`config.mk`:
```
export PLATFORM = sky130hd
export DESIGN_NAME = beat_sequencer_flat
export DESIGN_NICKNAME = d
export VERILOG_FILES = /design/src/rtl/beat_sequencer_if.sv /design/src/rtl/beat_sequencer.sv /design/src/flat_wrapper.sv
export SDC_FILE = /design/constraint.sdc
export NUM_CORES = 1
export LEC_CHECK = 0
export BUFFER_PORTS_ARGS = -buffer_cell sky130_fd_sc_hd__buf_4
export CAP_MARGIN = 20
export CORE_ASPECT_RATIO = 1.2
export CORE_MARGIN = 2
export CORE_UTILIZATION = 29
export DETAILED_ROUTE_END_ITERATION = 7
export HOLD_SLACK_MARGIN = 0.12
export PLACE_DENSITY = 0.56
export SLEW_MARGIN = 20
export SYNTH_ARGS = -nofsm -noshare
export SYNTH_HDL_FRONTEND = slang
export SYNTH_SLANG_ARGS = --single-unit
export TNS_END_PERCENT = 50
```
`constraint.sdc`:
```
create_clock -name clk -period 2.9 [get_ports clk]
set_input_delay 0.29 -clock clk [delete_from_list [all_inputs] [get_ports clk]]
set_output_delay 0.29 -clock clk [all_outputs]
set_load 0.01 [all_outputs]
```
`src/rtl/beat_sequencer_if.sv`:
```
// Beat bus and instruction-fetch bus between the beat generator/memory side and the sequencer.
interface beat_sequencer_if #(
    parameter int unsigned IW = 16
);
    logic          t0;
    logic          t1;
    logic          t2;
    logic          t3;
    logic [IW-1:0] instr_in;
    logic          mem_ready;
    logic          mem_rd;

    modport master (
        output t0, t1, t2, t3, instr_in, mem_ready,
        input  mem_rd
    );

    modport slave (
        input  t0, t1, t2, t3, instr_in, mem_ready,
        output mem_rd
    );
endinterface

```
`src/rtl/beat_sequencer.sv`:
```
// Beat-driven instruction sequencer: T0 fetch, T1 decode, T2 execute, T3 writeback; owns PC/IR.
// Optional macro BEAT_CHECK_EN enables beat-protocol checking with a sticky error and ERR state.
module beat_sequencer #(
    parameter int unsigned   AW       = 8,
    parameter int unsigned   IW       = 16,
    parameter int unsigned   CW       = 16,
    parameter logic [AW-1:0] RESET_PC = '0
) (
    input  logic          clk,
    input  logic          reset,
    beat_sequencer_if.slave bus,
    input  logic          i_halt_req,
    input  logic          i_resume,
    output logic          o_ir_load,
    output logic          o_dec_en,
    output logic          o_alu_en,
    output logic          o_reg_we,
    output logic [AW-1:0] o_pc,
    output logic [IW-1:0] o_ir,
    output logic [CW-1:0] o_instr_cnt,
    output logic [CW-1:0] o_stall_cnt,
    output logic [1:0]    o_state,
    output logic          o_halted,
    output logic          o_beat_err
);

    typedef enum logic [1:0] {
        S_SYNC = 2'd0,
        S_RUN  = 2'd1,
        S_HALT = 2'd2,
        S_ERR  = 2'd3
    } state_t;

    localparam logic [CW-1:0] CNT_MAX = '1;

    state_t        r_state;
    logic [AW-1:0] r_pc;
    logic [IW-1:0] r_ir;
    logic [CW-1:0] r_instr_cnt;
    logic [CW-1:0] r_stall_cnt;
    logic          r_fetch_ok;
    logic          r_ir_load;
    logic          r_dec_en;
    logic          r_alu_en;
    logic          r_reg_we;

    logic [3:0]    w_beat;
    logic          w_b0;
    logic          w_b1;
    logic          w_b2;
    logic          w_b3;
    logic          w_viol;
    logic          w_fetch;

    assign w_beat = {bus.t3, bus.t2, bus.t1, bus.t0};

    // Priority resolution t0 > t1 > t2 > t3 for overlapping beats
    assign w_b0 = bus.t0;
    assign w_b1 = bus.t1 & ~bus.t0;
    assign w_b2 = bus.t2 & ~bus.t1 & ~bus.t0;
    assign w_b3 = bus.t3 & ~bus.t2 & ~bus.t1 & ~bus.t0;

`ifdef BEAT_CHECK_EN
    logic [3:0] r_prev;
    logic       r_beat_err;

    // Armed in RUN/HALT: each edge must carry the left-rotate of the previous beat
    assign w_viol = ((r_state == S_RUN) || (r_state == S_HALT)) &&
                    (w_beat != {r_prev[2:0], r_prev[3]});

    always_ff @(posedge clk) begin
        if (reset) begin
            r_prev     <= 4'b0001;
            r_beat_err <= 1'b0;
        end else begin
            if (w_viol) begin
                r_beat_err <= 1'b1;
            end
            if ((r_state == S_SYNC) && w_b0) begin
                r_prev <= 4'b0001;
            end else if (((r_state == S_RUN) || (r_state == S_HALT)) && !w_viol) begin
                r_prev <= w_beat;
            end
        end
    end

    assign o_beat_err = r_beat_err;
`else
    assign w_viol     = 1'b0;
    assign o_beat_err = 1'b0;
`endif

    assign w_fetch    = w_b0 && ((r_state == S_SYNC) || ((r_state == S_RUN) && !w_viol));
    assign bus.mem_rd = ((r_state == S_SYNC) || (r_state == S_RUN)) && bus.t0 && !o_beat_err;

    always_ff @(posedge clk) begin
        if (reset) begin
            r_state     <= S_SYNC;
            r_pc        <= RESET_PC;
            r_ir        <= '0;
            r_instr_cnt <= '0;
            r_stall_cnt <= '0;
            r_fetch_ok  <= 1'b0;
            r_ir_load   <= 1'b0;
            r_dec_en    <= 1'b0;
            r_alu_en    <= 1'b0;
            r_reg_we    <= 1'b0;
        end else begin
            r_ir_load <= 1'b0;
            r_dec_en  <= 1'b0;
            r_alu_en  <= 1'b0;
            r_reg_we  <= 1'b0;

            // A stalled fetch clears fetch_ok, which suppresses the rest of the cycle
            if (w_fetch) begin
                if (bus.mem_ready) begin
                    r_ir       <= bus.instr_in;
                    r_fetch_ok <= 1'b1;
                    r_ir_load  <= 1'b1;
                end else begin
                    r_fetch_ok  <= 1'b0;
                    r_stall_cnt <= (r_stall_cnt == CNT_MAX) ? r_stall_cnt : r_stall_cnt + CW'(1);
                end
            end

            unique case (r_state)
                S_SYNC: begin
                    if (w_b0) begin
                        r_state <= S_RUN;
                    end
                end
                S_RUN: begin
                    if (w_viol) begin
                        r_state <= S_ERR;
                    end else begin
                        if (w_b1 && r_fetch_ok) r_dec_en <= 1'b1;
                        if (w_b2 && r_fetch_ok) r_alu_en <= 1'b1;
                        if (w_b3) begin
                            if (r_fetch_ok) begin
                                r_reg_we    <= 1'b1;
                                r_pc        <= r_pc + AW'(1);
                                r_instr_cnt <= (r_instr_cnt == CNT_MAX) ? r_instr_cnt
                                                                        : r_instr_cnt + CW'(1);
                            end
                            if (i_halt_req) begin
                                r_state <= S_HALT;
                            end
                        end
                    end
                end
                S_HALT: begin
                    if (w_viol) begin
                        r_state <= S_ERR;
                    end else if (i_resume) begin
                        r_state <= S_SYNC;
                    end
                end
                S_ERR: begin
                    r_state <= S_ERR;
                end
            endcase
        end
    end

    assign o_ir_load   = r_ir_load;
    assign o_dec_en    = r_dec_en;
    assign o_alu_en    = r_alu_en;
    assign o_reg_we    = r_reg_we;
    assign o_pc        = r_pc;
    assign o_ir        = r_ir;
    assign o_instr_cnt = r_instr_cnt;
    assign o_stall_cnt = r_stall_cnt;
    assign o_state     = 2'(r_state);
    assign o_halted    = (r_state == S_HALT);

endmodule

```
`src/flat_wrapper.sv`:
```
// flat-port wrapper written by rule: the top's interface ports become plain ports
module beat_sequencer_flat 
#(
    parameter int unsigned   AW       = 8,
    parameter int unsigned   IW       = 16,
    parameter int unsigned   CW       = 16,
    parameter logic [AW-1:0] RESET_PC = '0
)
  (clk, reset, i_halt_req, i_resume, o_ir_load, o_dec_en, o_alu_en, o_reg_we, o_pc, o_ir, o_instr_cnt, o_stall_cnt, o_state, o_halted, o_beat_err, bus_t0, bus_t1, bus_t2, bus_t3, bus_instr_in, bus_mem_ready, bus_mem_rd);
  beat_sequencer_if #(.IW(IW)) bus_i ();
  input  logic clk;
  input  logic reset;
  input  logic i_halt_req;
  input  logic i_resume;
  output logic o_ir_load;
  output logic o_dec_en;
  output logic o_alu_en;
  output logic o_reg_we;
  output logic [AW-1:0] o_pc;
  output logic [IW-1:0] o_ir;
  output logic [CW-1:0] o_instr_cnt;
  output logic [CW-1:0] o_stall_cnt;
  output logic [1:0] o_state;
  output logic o_halted;
  output logic o_beat_err;
  input wire logic [$bits(bus_i.t0)-1:0] bus_t0;
  input wire logic [$bits(bus_i.t1)-1:0] bus_t1;
  input wire logic [$bits(bus_i.t2)-1:0] bus_t2;
  input wire logic [$bits(bus_i.t3)-1:0] bus_t3;
  input wire logic [$bits(bus_i.instr_in)-1:0] bus_instr_in;
  input wire logic [$bits(bus_i.mem_ready)-1:0] bus_mem_ready;
  output wire logic [$bits(bus_i.mem_rd)-1:0] bus_mem_rd;
  assign bus_i.t0 = bus_t0;
  assign bus_i.t1 = bus_t1;
  assign bus_i.t2 = bus_t2;
  assign bus_i.t3 = bus_t3;
  assign bus_i.instr_in = bus_instr_in;
  assign bus_i.mem_ready = bus_mem_ready;
  assign bus_mem_rd = bus_i.mem_rd;
  beat_sequencer #(.AW(AW), .IW(IW), .CW(CW), .RESET_PC(RESET_PC)) u_core (.clk(clk), .reset(reset), .bus(bus_i), .i_halt_req(i_halt_req), .i_resume(i_resume), .o_ir_load(o_ir_load), .o_dec_en(o_dec_en), .o_alu_en(o_alu_en), .o_reg_we(o_reg_we), .o_pc(o_pc), .o_ir(o_ir), .o_instr_cnt(o_instr_cnt), .o_stall_cnt(o_stall_cnt), .o_state(o_state), .o_halted(o_halted), .o_beat_err(o_beat_err));
endmodule
```
==> results of run 1 <==
final cells by class:
cell class              count  area, sq um  area share, %
inverters                  14         52.6           1.31
flip-flops and latches     63         1260           31.5
clock inverters             6         60.1           1.50
multi-input cells         252         1560           39.0
repair buffers             89          668           16.7
well taps                 126          158           3.94
clock buffers              10          239           5.97
final timing paths:
path                                                     end  cells past startpoint
worst max register to register   u_core.o_pc[7]$_SDFFE_PP0P_                      5
worst max-delay path             u_core.o_pc[7]$_SDFFE_PP0P_                      5
worst min-delay path            u_core.o_ir[14]$_SDFFE_PP0P_                      3
worst min register to register  u_core.o_ir[15]$_SDFFE_PP0P_                      2
flip-flops by register name, summed over array words and instances, names as in the netlist:
name	cells
u_core.o_instr_cnt	16
u_core.o_ir	16
u_core.o_stall_cnt	16
u_core.o_pc	8
u_core.o_state	2
u_core.o_alu_en	1
u_core.o_dec_en	1
u_core.o_ir_load	1
u_core.o_reg_we	1
u_core.r_fetch_ok	1
cell usage after synthesis, types with 2 or more instances:
library cell	number	area [sq um]
sky130_fd_sc_hd__nor3_1	2	10.0
sky130_fd_sc_hd__nand2_1	51	191
sky130_fd_sc_hd__and4_1	7	61.3
sky130_fd_sc_hd__ha_1	7	87.6
sky130_fd_sc_hd__nor2b_1	6	37.5
sky130_fd_sc_hd__dfxtp_1	63	1260
sky130_fd_sc_hd__nand4_1	8	50.1
sky130_fd_sc_hd__nor2_1	18	67.6
sky130_fd_sc_hd__mux2_2	7	78.8
sky130_fd_sc_hd__or4_1	17	128
sky130_fd_sc_hd__o31ai_1	17	128
sky130_fd_sc_hd__o41ai_1	2	17.5
sky130_fd_sc_hd__inv_1	13	48.8
sky130_fd_sc_hd__or3_1	5	31.3
sky130_fd_sc_hd__o311ai_0	2	17.5
sky130_fd_sc_hd__xor2_1	3	26.3
sky130_fd_sc_hd__clkbuf_1	16	60.1
sky130_fd_sc_hd__and2_1	3	18.8
sky130_fd_sc_hd__nand3_1	17	85.1
sky130_fd_sc_hd__xnor2_1	3	26.3
sky130_fd_sc_hd__and3_1	4	25.0
sky130_fd_sc_hd__a21oi_1	43	215
sky130_fd_sc_hd__o21ai_0	4	20.0
sky130_fd_sc_hd__a211oi_1	4	30.0
sky130_fd_sc_hd__nor4_1	6	37.5
power by group through the flow:
stage	registers [mW]	clock network, mW	logic, mW
floorplan	0.942	0	0.117
global placement	0.932	0	0.229
detailed placement	0.933	0	0.234
CTS	0.914	1.11	0.235
global route	0.918	1.15	0.257
finish	0.915	1.08	0.230
worst max-delay path: stages (launching register included):
cell                      delay, ns
sky130_fd_sc_hd__dfxtp_1       0.41
sky130_fd_sc_hd__ha_1          0.28
sky130_fd_sc_hd__and2_1        0.35
sky130_fd_sc_hd__nand2_1       0.32
sky130_fd_sc_hd__or4_1         0.58
sky130_fd_sc_hd__a21oi_1       0.14
kinds of logic (layout without fill, tap and decap cells):
kind of cell    Yosys count  in the layout
buf+inv                  33            119
xor+xnor                  6              6
simple gates            150            150
mux                       8              8
fa+ha+maj                 7              7
compound gates           80             80
other cells               1              1
flops                    63             63
layer usage:
metal | share of wire, % | wire (um) | vias up
li1 | - | - | 1439
met4 | 0.84 | 64 | 0
met5 | 0 | 0 | -
met1 | 47 | 3600 | 1308
met2 | 46 | 3490 | 66
met3 | 6.3 | 485 | 6
per-stage QoR:
stage / hold WS (ns) / worst slack [ns] / power, mW / instances
final: 0.212 / 0.754 / 2.22 / 560
after floorplan: 0.367 / 0.836 / 1.06 / 348
after global routing: 0.214 / 0.539 / 2.32 / 560
after detailed placement: 0.449 / 0.733 / 1.17 / 544
after global placement: 0.443 / 0.771 / 1.16 / 544
after CTS: 0.203 / 0.752 / 2.26 / 560
==> flow_results.xml, run 1 <==
<?xml version="1.0" encoding="UTF-8"?>
<metrics>
  <group name="global_routing">
    <metric name="grt_pass1_wl" unit="um">12100</metric>
    <metric name="grt_antenna_before_repair" unit="">0</metric>
    <metric name="grt_remaining_overflow" unit="">0</metric>
    <metric name="pin_count_of_the_biggest_net_entering_global_routing" unit="">70</metric>
    <metric name="groute.layer.met2.usage" unit="%">21.9</metric>
    <metric name="gr-usage-all-layers" unit="%">13.9</metric>
    <metric name="first_global_vias" unit="">2540</metric>
    <metric name="grtUsageMet3" unit="%">5.07</metric>
    <metric name="grtUsageMet1" unit="%">17.4</metric>
    <metric name="grt-busiest-layer" unit="">met2</metric>
  </group>
  <group name="yosys">
    <metric name="yosys.area_share.xor_xnor" unit="%">1.78</metric>
    <metric name="synth_cells" unit="">348</metric>
    <metric name="async_reset_ff_share" unit="%">0</metric>
    <metric name="number_of_synthesized_register_bits" unit="">63</metric>
    <metric name="ys_seq_area_share" unit="%">42.8</metric>
    <metric name="post_synth_and_or_nand_nor_area_fraction" unit="%">28.1</metric>
    <metric name="average_footprint_of_a_synthesized_cell" unit="sq um">8.46</metric>
    <metric name="synth_cell_type_count" unit="">45</metric>
    <metric name="muxShareOfSynthArea" unit="%">3.02</metric>
    <metric name="synth_fa_ha_area_share" unit="%">2.97</metric>
    <metric name="dominant_combinational_cell_family_by_area_after_synthesis" unit="">simple AND/OR/NAND/NOR gates</metric>
    <metric name="synth_compound_area_share" unit="%">16.8</metric>
    <metric name="synth-edff-count" unit="">0</metric>
    <metric name="ys.flop_type" unit="">sky130_fd_sc_hd__dfxtp_1</metric>
    <metric name="netlist_area" unit="sq mm">0.00295</metric>
    <metric name="synthesis.yosys.warnings" unit="">0</metric>
    <metric name="synth_nets" unit="">380</metric>
  </group>
  <group name="floorplanning">
    <metric name="die_height" unit="um">114</metric>
    <metric name="num_io_pins" unit="">90</metric>
    <metric name="initial_core_utilization" unit="%">29.6</metric>
    <metric name="core.rowCount" unit="">40</metric>
    <metric name="die-area" unit="sq mm">0.0110</metric>
    <metric name="chipWidth" unit="um">96.0</metric>
    <metric name="core" unit="sq mm">0.00996</metric>
  </group>
  <group name="routing">
    <metric name="drt_wl_total" unit="um">7640</metric>
    <metric name="iteration_0_drc_markers" unit="">80</metric>
    <metric name="wl_per_cell" unit="um">13.6</metric>
    <metric name="drt_first_pass_iters" unit="">4</metric>
    <metric name="routed-via-count" unit="">2819</metric>
    <metric name="drt_antenna_net_count" unit="">0</metric>
    <metric name="remaining_drc_errors" unit="">0</metric>
    <metric name="route.detailed.vias_per_inst" unit="">5.03</metric>
  </group>
  <group name="cts">
    <metric name="clkLatencyLatePin" unit="ns">0.33</metric>
    <metric name="clock_pin_slew_reported_for_the_worst_setup_and_hold_paths_after_clock_tree_synthesis" unit="ns">0.06</metric>
    <metric name="cts.path.max_buffers" unit="">2</metric>
    <metric name="postCtsSetupRepairBufs" unit="">0</metric>
    <metric name="cts-buffers-inserted" unit="">9</metric>
    <metric name="ctsHtreeMaxLevel" unit="">3</metric>
    <metric name="clock_tree.root_cell" unit="">sky130_fd_sc_hd__clkbuf_16</metric>
    <metric name="cts_num_sinks" unit="">63</metric>
    <metric name="post_cts.resized_instances" unit="">0</metric>
    <metric name="cts_tree" unit="">built</metric>
    <metric name="post_cts_hold_buffer_count" unit="">0</metric>
  </group>
  <group name="place">
    <metric name="hpwlAfterDp" unit="um">5250</metric>
    <metric name="port_buffers" unit="">88</metric>
    <metric name="postPlaceCellArea" unit="sq mm">0.00370</metric>
    <metric name="gp_congestion" unit="">0.779</metric>
  </group>
  <group name="worst_setup_path">
    <metric name="worstSetupEndpointType" unit="">flop</metric>
    <metric name="path_class" unit="">reg -&gt; reg</metric>
    <metric name="cp.required" unit="ns">3.16</metric>
    <metric name="setup_crit_start_kind" unit="">flop</metric>
    <metric name="critical_path.reg2reg.startpoint" unit="">u_core.o_state[0]$_SDFFE_PP0P_</metric>
    <metric name="reg2reg_setup_slack" unit="ns">0.75</metric>
    <metric name="worst-path-max-fanout" unit="">11</metric>
    <metric name="cp.arrival" unit="ns">2.40</metric>
    <metric name="critical_path.startpoint" unit="">u_core.o_state[0]$_SDFFE_PP0P_</metric>
  </group>
  <group name="pwr">
    <metric name="power_share_of_the_sequential_group" unit="%">41.2</metric>
    <metric name="power_frac_comb" unit="%">10.3</metric>
    <metric name="cellLeakagePower" unit="nW">1.57</metric>
    <metric name="power.switching_fraction" unit="%">24.6</metric>
    <metric name="clkPwrFrac" unit="%">48.5</metric>
    <metric name="cell_internal_pwr" unit="mW">1.68</metric>
    <metric name="power_switching" unit="mW">0.545</metric>
    <metric name="max-vdd-ir-drop" unit="uV">290</metric>
    <metric name="powerDensity" unit="mW/mm^2">555</metric>
  </group>
  <group name="sta">
    <metric name="clock-skew-final" unit="ns">0.00615</metric>
    <metric name="final.setup.tns" unit="ns">0</metric>
    <metric name="setup_viol" unit="">0</metric>
    <metric name="grt_setup_unrepaired" unit="">no</metric>
    <metric name="max_slew_margin" unit="%">31.3</metric>
    <metric name="maxSlewViolCount" unit="">0</metric>
    <metric name="period_needed" unit="ns">2.15</metric>
    <metric name="max_clock_freq" unit="MHz">466</metric>
    <metric name="final_hold_viol_count" unit="">0</metric>
    <metric name="timing.final.crit_share" unit="%">74.0</metric>
    <metric name="tightest_slew" unit="ns">1.03</metric>
  </group>
  <group name="finish">
    <metric name="layout.cells.most_common" unit="">sky130_fd_sc_hd__buf_4</metric>
    <metric name="syn_to_final_growth" unit="%">35.8</metric>
    <metric name="fillerInstances" unit="">998</metric>
    <metric name="final_core_utilization" unit="%">40.2</metric>
    <metric name="final_area" unit="sq mm">0.00400</metric>
    <metric name="final_cell_mix" unit="">sky130_fd_sc_hd__buf_4, sky130_fd_sc_hd__dfxtp_1, sky130_fd_sc_hd__nand2_1</metric>
    <metric name="final_antenna_diode_count" unit="">0</metric>
    <metric name="final_nets" unit="">461</metric>
    <metric name="drive_above_1_share" unit="%">27.6</metric>
  </group>
  <group name="hold_path">
    <metric name="hold_start" unit="">bus_instr_in[14]</metric>
    <metric name="worst_hold_path_type" unit="">in -&gt; reg</metric>
  </group>
  <group name="job">
    <metric name="maxCapViolations" unit="">0</metric>
  </group>
  <group name="run_status">
    <metric name="status" unit="">finished, final reports clean</metric>
  </group>
</metrics>
(Power assumes the default switching activity.)
==> run 2, diff against run 1 <==
Settings changed: PLACE_DENSITY 0.56 to 0.58.
Clock period 2.9 ns to 1.9 ns, I/O delays scaled along.
==> run 2 against run 1 <==
  * Non-clock buffer count up 49
  * Design area rose by 13%
  * Sequential share of layout area shrank 3.5 points
  * Power up 61%
  * Fmax is 17% higher
  * Clock-buffer cell count grew 3
  * Global-route usage grew 2.2 points
  * Hold slack got worse by 0.082 ns
  * Via count grew 9.4%
  * Combinational power rose by 100%
  * Die area did not move
  * First-iteration DRC count rose by 81%
  * Critical path type unchanged
==> flow_results.xml, run 2 (same netlist as run 1, synthesis figures left out) <==
<?xml version="1.0" encoding="UTF-8"?>
<metrics>
  <group name="floorplanning">
    <metric name="chipWidth" unit="um">96.0</metric>
    <metric name="core" unit="sq mm">0.00996</metric>
    <metric name="num_io_pins" unit="">90</metric>
    <metric name="die_height" unit="um">114</metric>
    <metric name="initial_core_utilization" unit="%">29.6</metric>
    <metric name="die-area" unit="sq mm">0.0110</metric>
    <metric name="core.rowCount" unit="">40</metric>
  </group>
  <group name="place">
    <metric name="hpwlAfterDp" unit="um">5780</metric>
    <metric name="port_buffers" unit="">88</metric>
    <metric name="gp_congestion" unit="">0.783</metric>
    <metric name="place.detailed.instances" unit="">569</metric>
  </group>
  <group name="hold_path">
    <metric name="worst_hold_path_type" unit="">in -&gt; reg</metric>
    <metric name="hold_start" unit="">bus_instr_in[4]</metric>
  </group>
  <group name="worst_setup_path">
    <metric name="worstSetupEndpointType" unit="">flop</metric>
    <metric name="crit_path_cell_trace" unit="">inv_4 &gt; ha_4 &gt; and2_4 &gt; buf_6 &gt; nand4_1 &gt; or4_1 &gt; o211a_1</metric>
    <metric name="worst_path_max_delay_cell" unit="">sky130_fd_sc_hd__or4_1</metric>
    <metric name="critical_path.reg2reg.startpoint" unit="">u_core.o_state[1]$_SDFFE_PP0P_</metric>
    <metric name="path_class" unit="">reg -&gt; reg</metric>
    <metric name="path_buf_inv" unit="">2</metric>
    <metric name="worst-path-max-fanout" unit="">7</metric>
    <metric name="worst_path_largest_cell_delay" unit="ns">0.54</metric>
    <metric name="cp.required" unit="ns">2.13</metric>
    <metric name="setup_crit_start_kind" unit="">flop</metric>
    <metric name="crit_family" unit="">simple AND/OR/NAND/NOR gates</metric>
    <metric name="critical_path.startpoint" unit="">u_core.o_state[1]$_SDFFE_PP0P_</metric>
    <metric name="cp.arrival" unit="ns">2.06</metric>
  </group>
  <group name="global_routing">
    <metric name="first_global_vias" unit="">2942</metric>
    <metric name="grt_remaining_overflow" unit="">0</metric>
    <metric name="pin_count_of_the_biggest_net_entering_global_routing" unit="">26</metric>
    <metric name="grt_antenna_before_repair" unit="">0</metric>
    <metric name="gr-usage-all-layers" unit="%">16.1</metric>
    <metric name="grt_pass1_wl" unit="um">13900</metric>
  </group>
  <group name="sta">
    <metric name="tightest_slew" unit="ns">0.622</metric>
    <metric name="clock-skew-final" unit="ns">0.00441</metric>
    <metric name="final_hold_viol_count" unit="">0</metric>
    <metric name="maxSlewViolCount" unit="">0</metric>
    <metric name="timing.final.crit_share" unit="%">96.4</metric>
    <metric name="grt_setup_unrepaired" unit="">yes</metric>
    <metric name="final.setup.tns" unit="ns">0</metric>
    <metric name="max_slew_margin" unit="%">58.5</metric>
    <metric name="max_clock_freq" unit="MHz">546</metric>
    <metric name="setup_viol" unit="">0</metric>
    <metric name="period_needed" unit="ns">1.83</metric>
  </group>
  <group name="routing">
    <metric name="iteration_0_drc_markers" unit="">145</metric>
    <metric name="wl_per_cell" unit="um">14.1</metric>
    <metric name="routed-via-count" unit="">3085</metric>
    <metric name="drt_antenna_net_count" unit="">0</metric>
    <metric name="drt_wl_total" unit="um">8600</metric>
    <metric name="drt_first_pass_iters" unit="">4</metric>
    <metric name="remaining_drc_errors" unit="">0</metric>
    <metric name="route.detailed.vias_per_inst" unit="">5.06</metric>
  </group>
  <group name="finish">
    <metric name="drive_above_1_share" unit="%">34.7</metric>
    <metric name="multi_input_area" unit="sq mm">0.00165</metric>
    <metric name="final_nets" unit="">511</metric>
    <metric name="syn_to_final_growth" unit="%">53.4</metric>
    <metric name="layout.cells.most_common" unit="">sky130_fd_sc_hd__buf_4</metric>
    <metric name="final_cell_mix" unit="">sky130_fd_sc_hd__buf_4, sky130_fd_sc_hd__dfxtp_1, sky130_fd_sc_hd__nand2_1</metric>
    <metric name="final_antenna_diode_count" unit="">0</metric>
    <metric name="regArea" unit="sq mm">0.00127</metric>
    <metric name="instances_no_fill" unit="">610</metric>
    <metric name="fillerInstances" unit="">939</metric>
  </group>
  <group name="pwr">
    <metric name="powerDensity" unit="mW/mm^2">790</metric>
    <metric name="power.switching_fraction" unit="%">23.9</metric>
    <metric name="cell_internal_pwr" unit="mW">2.72</metric>
    <metric name="clkPwrFrac" unit="%">47.5</metric>
    <metric name="cellLeakagePower" unit="nW">1.84</metric>
    <metric name="power_frac_comb" unit="%">13.2</metric>
    <metric name="power_share_of_the_sequential_group" unit="%">39.3</metric>
    <metric name="power_switching" unit="mW">0.854</metric>
    <metric name="max-vdd-ir-drop" unit="uV">425</metric>
  </group>
  <group name="cts">
    <metric name="cts.path.max_buffers" unit="">2</metric>
    <metric name="cts_tree" unit="">built</metric>
    <metric name="cts_num_sinks" unit="">63</metric>
    <metric name="clkLatencyLatePin" unit="ns">0.34</metric>
    <metric name="clock_pin_slew_reported_for_the_worst_setup_and_hold_paths_after_clock_tree_synthesis" unit="ns">0.05</metric>
    <metric name="cts-buffers-inserted" unit="">9</metric>
    <metric name="clock_tree.root_cell" unit="">sky130_fd_sc_hd__clkbuf_16</metric>
    <metric name="ctsHtreeMaxLevel" unit="">3</metric>
  </group>
  <group name="job">
    <metric name="maxCapViolations" unit="">0</metric>
  </group>
  <group name="run_status">
    <metric name="status" unit="">finished, final reports clean</metric>
  </group>
</metrics>
==> run 2: changes by cell type in the layout (fill, tap and decap cells not counted), sizes merged <==
cell	before	now
clkinv	3	2
clkbuf	10	13
or3	5	6
dlygate4sd3	0	17
buf	89	121
clkinvlp	2	0
==> run 2: through the flow <==
stage	hold slack (ns)	instance area (sq um)	total power, mW	util [%]	worst slack [ns]
floorplan	0.267	2950	1.62	-	0.00144
global placement	0.439	3890	1.80	39.1	0.0101
detailed placement	0.440	3890	1.82	39.1	-0.0623
CTS	0.127	4380	3.57	44.0	-0.0162
global route	0.133	4520	3.73	45.4	-0.0616
finish	0.130	4520	3.57	45.4	0.0682
==> run 2: cell type report <==
type                            count  share of cell area (%)
Multi-Input combinational cell    253                    36.4
Sequential cell                    63                    28.1
Timing Repair Buffer              138                    24.0
Clock buffer                       13                    5.98
Tap cell                          126                    3.49
Inverter                           14                    1.22
Clock inverter                      3                   0.886
==> run 2: path summary, 6_finish.rpt <==
path                            slack [ns]                                   to  depth (start not counted)
worst max-delay path                  0.07  u_core.o_instr_cnt[14]$_SDFFE_PP0P_                          7
worst min-delay path                  0.13          u_core.o_ir[4]$_SDFFE_PP0P_                          3
worst max register to register        0.07  u_core.o_instr_cnt[14]$_SDFFE_PP0P_                          7
worst min register to register        0.46         u_core.o_ir[14]$_SDFFE_PP0P_                          2
==> run 2: metal layers <==
layer  track usage [%]  up-vias  share of wire [%]
li1                  -     1541                  -
met1              19.0     1434                 43
met2              27.0       95                 49
met3              4.61       15                6.0
met4              6.57        0                2.0
met5                 0        -                  0
==> run 2: power by group through the flow <==
| stage | clock network, mW | registers (mW) | logic [mW] |
|---|---|---|---|
| 6_report | 1.70 | 1.40 | 0.470 |
| 3_3_place_gp | 0 | 1.42 | 0.383 |
| 5_1_grt | 1.80 | 1.41 | 0.523 |
| 2_1_floorplan | 0 | 1.44 | 0.181 |
| 3_5_place_dp | 0 | 1.42 | 0.398 |
| 4_1_cts | 1.75 | 1.39 | 0.430 |
==> run 2: worst register-to-register path, delay by kind of cell (launching register included) <==
kind | cells | cell delay (ns)
simple gates | 3 | 0.92
flops | 1 | 0.33
buf+inv | 2 | 0.18
fa+ha+maj | 1 | 0.17
compound gates | 1 | 0.13
==> run 2: repair_timing <==
action / 4_1_cts / 5_1_grt
pin swaps: 0 / 5
buffers inserted: 0 / 7
setup endpoints to repair: 20 / 26
resized for setup: 2 / 19
hold endpoints to repair: 17 / 0
hold buffers: 17 / 0
cloned: 0 / 1
